$ cat src/rtl/somador_serial.sv
// somador_serial: bit-serial adder built around a single 1-bit full-adder slice.
// It processes one bit pair per clock, LSB first, and keeps the slice's carry-out
// in a flip-flop so it becomes the next cycle's carry-in. When the last bit is
// done it presents the full WIDTH-bit sum and the final carry together with a
// one-cycle done pulse.
module somador_serial #(
   parameter int WIDTH = 8
) (
   input  logic             clk,
   input  logic             rst_n,
   input  logic             start,
   input  logic [WIDTH-1:0] a,
   input  logic [WIDTH-1:0] b,
   input  logic             cin,
   output logic             busy,
   output logic             done,
   output logic [WIDTH-1:0] s,
   output logic             cout
);

   localparam int CW = $clog2(WIDTH + 1);

   localparam logic [1:0] IDLE = 2'd0;
   localparam logic [1:0] RUN  = 2'd1;
   localparam logic [1:0] DONE = 2'd2;

   logic [1:0]       state_q, state_d;
   logic [WIDTH-1:0] aSh_q, aSh_d;
   logic [WIDTH-1:0] bSh_q, bSh_d;
   logic [WIDTH-1:0] sSh_q, sSh_d;
   logic             carry_q, carry_d;
   logic [CW-1:0]    cnt_q, cnt_d;
   logic [WIDTH-1:0] s_q, s_d;
   logic             cout_q, cout_d;

   logic             sumBit;
   logic             carryNext;
   logic [WIDTH-1:0] sShNext;

   // Full-adder slice on the current LSB pair, and the sum register after this bit
   always_comb begin
      sumBit    = aSh_q[0] ^ bSh_q[0] ^ carry_q;
      carryNext = (aSh_q[0] & bSh_q[0]) | (carry_q & (aSh_q[0] ^ bSh_q[0]));
      sShNext   = {sumBit, sSh_q[WIDTH-1:1]};
   end

   // Sequencing: capture on start, shift one bit per cycle, publish the result at the last bit
   always_comb begin
      state_d = state_q;
      aSh_d   = aSh_q;
      bSh_d   = bSh_q;
      sSh_d   = sSh_q;
      carry_d = carry_q;
      cnt_d   = cnt_q;
      s_d     = s_q;
      cout_d  = cout_q;

      case (state_q)
         IDLE: begin
            if (start) begin
               aSh_d   = a;
               bSh_d   = b;
               carry_d = cin;
               cnt_d   = '0;
               state_d = RUN;
            end
         end
         RUN: begin
            carry_d = carryNext;
            aSh_d   = {1'b0, aSh_q[WIDTH-1:1]};
            bSh_d   = {1'b0, bSh_q[WIDTH-1:1]};
            sSh_d   = sShNext;
            cnt_d   = cnt_q + CW'(1);
            if (cnt_q == CW'(WIDTH - 1)) begin
               s_d     = sShNext;
               cout_d  = carryNext;
               state_d = DONE;
            end
         end
         DONE: begin
            state_d = IDLE;
         end
         default: begin
            state_d = IDLE;
         end
      endcase
   end

   // State and datapath registers; reset abandons any operation in flight
   always_ff @(posedge clk or negedge rst_n) begin
      if (!rst_n) begin
         state_q <= IDLE;
         aSh_q   <= '0;
         bSh_q   <= '0;
         sSh_q   <= '0;
         carry_q <= 1'b0;
         cnt_q   <= '0;
         s_q     <= '0;
         cout_q  <= 1'b0;
      end else begin
         state_q <= state_d;
         aSh_q   <= aSh_d;
         bSh_q   <= bSh_d;
         sSh_q   <= sSh_d;
         carry_q <= carry_d;
         cnt_q   <= cnt_d;
         s_q     <= s_d;
         cout_q  <= cout_d;
      end
   end

   assign busy = (state_q == RUN);
   assign done = (state_q == DONE);
   assign s    = s_q;
   assign cout = cout_q;

endmodule
$ cat config.mk
export PLATFORM = sky130hd
export DESIGN_NAME = somador_serial
export DESIGN_NICKNAME = d
export VERILOG_FILES = /design/src/rtl/somador_serial.sv
export SDC_FILE = /design/constraint.sdc
export NUM_CORES = 1
export LEC_CHECK = 0
export ABC_AREA = 0
export ABC_CLOCK_PERIOD_IN_PS = 1300
export CAP_MARGIN = 15
export CORE_MARGIN = 3
export CORE_UTILIZATION = 40
export DETAILED_ROUTE_END_ITERATION = 16
export GPL_ROUTABILITY_DRIVEN = 0
export GPL_TIMING_DRIVEN = 1
export PLACE_DENSITY = 0.69
export SLEW_MARGIN = 5
export SYNTH_ARGS = -nofsm -noshare
export SYNTH_HDL_FRONTEND = slang
export SYNTH_SLANG_ARGS = --single-unit
export TNS_END_PERCENT = 5
$ cat constraint.sdc
create_clock -name clk -period 1.3 [get_ports clk]
set_input_delay 0.26 -clock clk [delete_from_list [all_inputs] [get_ports clk]]
set_output_delay 0.26 -clock clk [all_outputs]
set_load 0.005 [all_outputs]
==> impl_metrics.tcl <==
set metrics [dict create \
    setup_viol_count_final 31 \
    hold-worst-slack_ns 0.466 \
    cts-root-buf "clkbuf_8" \
    r2r-end "s[1]$_DFFE_PN0P_" \
    required_ns 1.47 \
    switching_share_pct 33.9 \
    final_net_count 233 \
    ys.flop_type "dfrtp_1" \
    violations "negative setup slack" \
    dr.pass1.iters 4 \
    ys_seq_elements 39 \
    r2r_cells 5 \
    leakagePower_uw 0.00114 \
    netlist_instances 155 \
    core_area_um2 3830 \
    io_buffers 30 \
    p_seq_share_pct 38.3 \
    p_int_uw 3530 \
    synth_area_leader_cell "dfrtp_1" \
    die_area_um2 4980 \
    syn_area_per_cell_um2 10.8 \
    die_height_um 70.6 \
    dpl-instance-area_um2 2140 \
    maxSlewHeadroom_pct 86.1 \
    ys_types 26 \
    drc 0 \
    antenna_cells 0 \
    drt-vias-per-instance 5.07 \
    insertion_delay_ns 0.28 \
    reg2reg_from "state_q[1]$_DFFE_PN0P_" \
    cts_tree "done" \
    wire_per_inst_um 14.3 \
    via_count 1319 \
    die_x_um 70.6 \
    gr-usage-all-layers_pct 16.3 \
    grt_pass1_vias 1436 \
    max_freq_ghz 0.692 \
    grt-ovfl-total 0 \
    cp-endpoint "s[1]$_DFFE_PN0P_" \
    ys_seq_area_share_pct 58.6 \
    critical_path.max_fanout 6 \
    dpl.hpwl_um 2580 \
    final_layout_size_suffix_gt1_share_pct 25.0 \
    final_area_um2 2380 \
    wirelength_um 3710 \
    synth_top_area_share_pct 58.6 \
    synth-edff-count 0 \
    cp-start-kind "flip-flop" \
    netlist_area_um2 1670 \
    clk_pin_slew_ns 0.07 \
    hold_viol_final 0 \
    setup-tns-final_ns -1.91 \
    min_period_ns 1.45 \
    dp_slack_ns -0.178 \
    synth.top_cells.by_count "40 x nand2_1, 39 x dfrtp_1, 17 x o21ai_0" \
    synth_area_leaders "dfrtp_1 59%, nand2_1 9.0%, mux2_2 6.1%" \
    finClkSkew_ns 0.00584 \
    r2r_setup_slack_ns -0.15 \
    cts_num_sinks 39 \
    worst_pin_slew_ns 0.209 \
    run_status "finished with violations" \
    numCtsBuffers 5 \
    synthArstFlopShare_pct 100 \
    fin_crit_sh_pct 111 \
    rsz0062_at_grt "yes" \
    start_util_pct 43.6 \
    powerDensity_nw_per_um2 2240 \
    switching_power_uw 1810 \
    grt_max_degree 40 \
    antenna_found_initial 0 \
    syn_to_final_growth_pct 43.0 \
    setup_slack_ns -0.146 \
    maxCapViolations 0 \
    peakVddDrop_uv 1390 \
    cts_max_level 2 \
    critPathLaunch "state_q[1]$_DFFE_PN0P_" \
    cp_data_arrival_time_ns 1.61 \
    rows 22 \
    critPathKind "flip-flop to flip-flop" \
    pwr-share-comb_pct 45.4 \
    grt_first_pass_wirelength_um 6580 \
    end_kind "flip-flop" \
    syn-num-nets 177 \
    slew_viol_final 0 \
    power_frac_clock_pct 16.3 \
    hold_class "primary input to asynchronous set/reset pin" \
    io_pins 31 \
    drtIter0Drc 77 \
    yosysWarnings 0 \
    final_antenna_net_count 0 \
    synth_most_common_cell "nand2_1" \
    cts_max_path_buffers 2 \
]
-- power groups by stage --
stage / Combinational (uW) / Clock (uW) / Sequential [uW]
3_5_place_dp: 2110 / 0 / 2060
6_report: 2430 / 869 / 2050
2_1_floorplan: 1180 / 0 / 2000
4_1_cts: 2410 / 896 / 2050
5_1_grt: 2710 / 950 / 2120
3_3_place_gp: 2030 / 0 / 2030
-- worst max-delay path, stage by stage (launching register included) --
cell,delay [ns]
dfrtp_1,0.40
buf_6,0.12
nand2b_4,0.16
nor3_4,0.17
buf_6,0.17
mux2_4,0.30
-- area by class of cell --
type                            count  area [um^2]
Sequential cell                    39          976
Clock buffer                        8          100
Fill cell                         306         1440
Timing Repair Buffer               58          527
Tap cell                           48         60.1
Multi-Input combinational cell    105          708
Inverter                            2         12.5
-- cell usage in the layout, fill, tap and decap left out, types with 2 or more instances in the layout --
cell type	synthesis	final
dlygate4sd2_1	0	9
nand2_1	40	39
a22o_1	2	2
and3b_1	3	3
nor2_1	2	2
o21ai_0	17	12
buf_4	1	22
clkdlybuf4s50_1	0	18
clkbuf_8	0	7
mux2_4	0	9
a22oi_1	12	12
dfrtp_1	39	39
nand3_1	3	3
o21ai_1	0	5
buf_6	0	5
a21oi_1	4	4
nor2b_1	3	2
-- worst min-delay path by stage --
stage,start,end,slack [ns],cells past startpoint
finish,rst_n,s[1]$_DFFE_PN0P_,0.47,3
global route,rst_n,s[1]$_DFFE_PN0P_,0.50,3
CTS,rst_n,s[4]$_DFFE_PN0P_,0.47,3
detailed placement,rst_n,s[1]$_DFFE_PN0P_,0.24,2
global placement,rst_n,s[0]$_DFFE_PN0P_,0.24,2
floorplan,rst_n,aSh_q[0]$_DFFE_PN0P_,-0.04,0
-- routing by layer --
layer  global-route usage [%]  vias to the layer above  wire length [um]
li1                         -                      646                 -
met1                     21.2                      656              1730
met2                     27.1                       13              1870
met3                     3.84                        4                60
met4                     5.22                        0                37
met5                        0                        -                 0
-- sequential cells by signal, indices dropped and copies added, names as in the netlist --
register,cells
aSh_q,8
s,8
cout,1
sSh_q,7
carry_q,1
state_q,2
bSh_q,8
cnt_q,4
-- cells by family (layout without fill, tap and decap cells) --
family	count (synthesis)	in the layout	synth area share, %
AOI/OAI and AO/OA	38	38	14.2
adders and majority gates	2	2	1.95
buffers and inverters	11	68	3.00
DFF	39	39	58.6
muxes	10	10	6.68
and+or+nand+nor	55	55	15.6
-- per-stage QoR --
step	util, %	cells	power, uW
after floorplan	-	155	3180
after global placement	56.0	244	4060
after detailed placement	56.0	244	4170
after CTS	62.0	260	5350
after global routing	62.3	260	5780
final	62.3	260	5340
-- what timing repair did --
item | CTS | global route
hold buffers | 1 | 0
setup buffers | 7 | 0
pin swaps | 1 | 0
gates cloned | 1 | 0
endpoints found under the setup margin | 33 | 32
hold endpoints to repair | 39 | 0
gates resized for setup | 39 | 7
No activity file was read; power rests on OpenSTA's default activity.
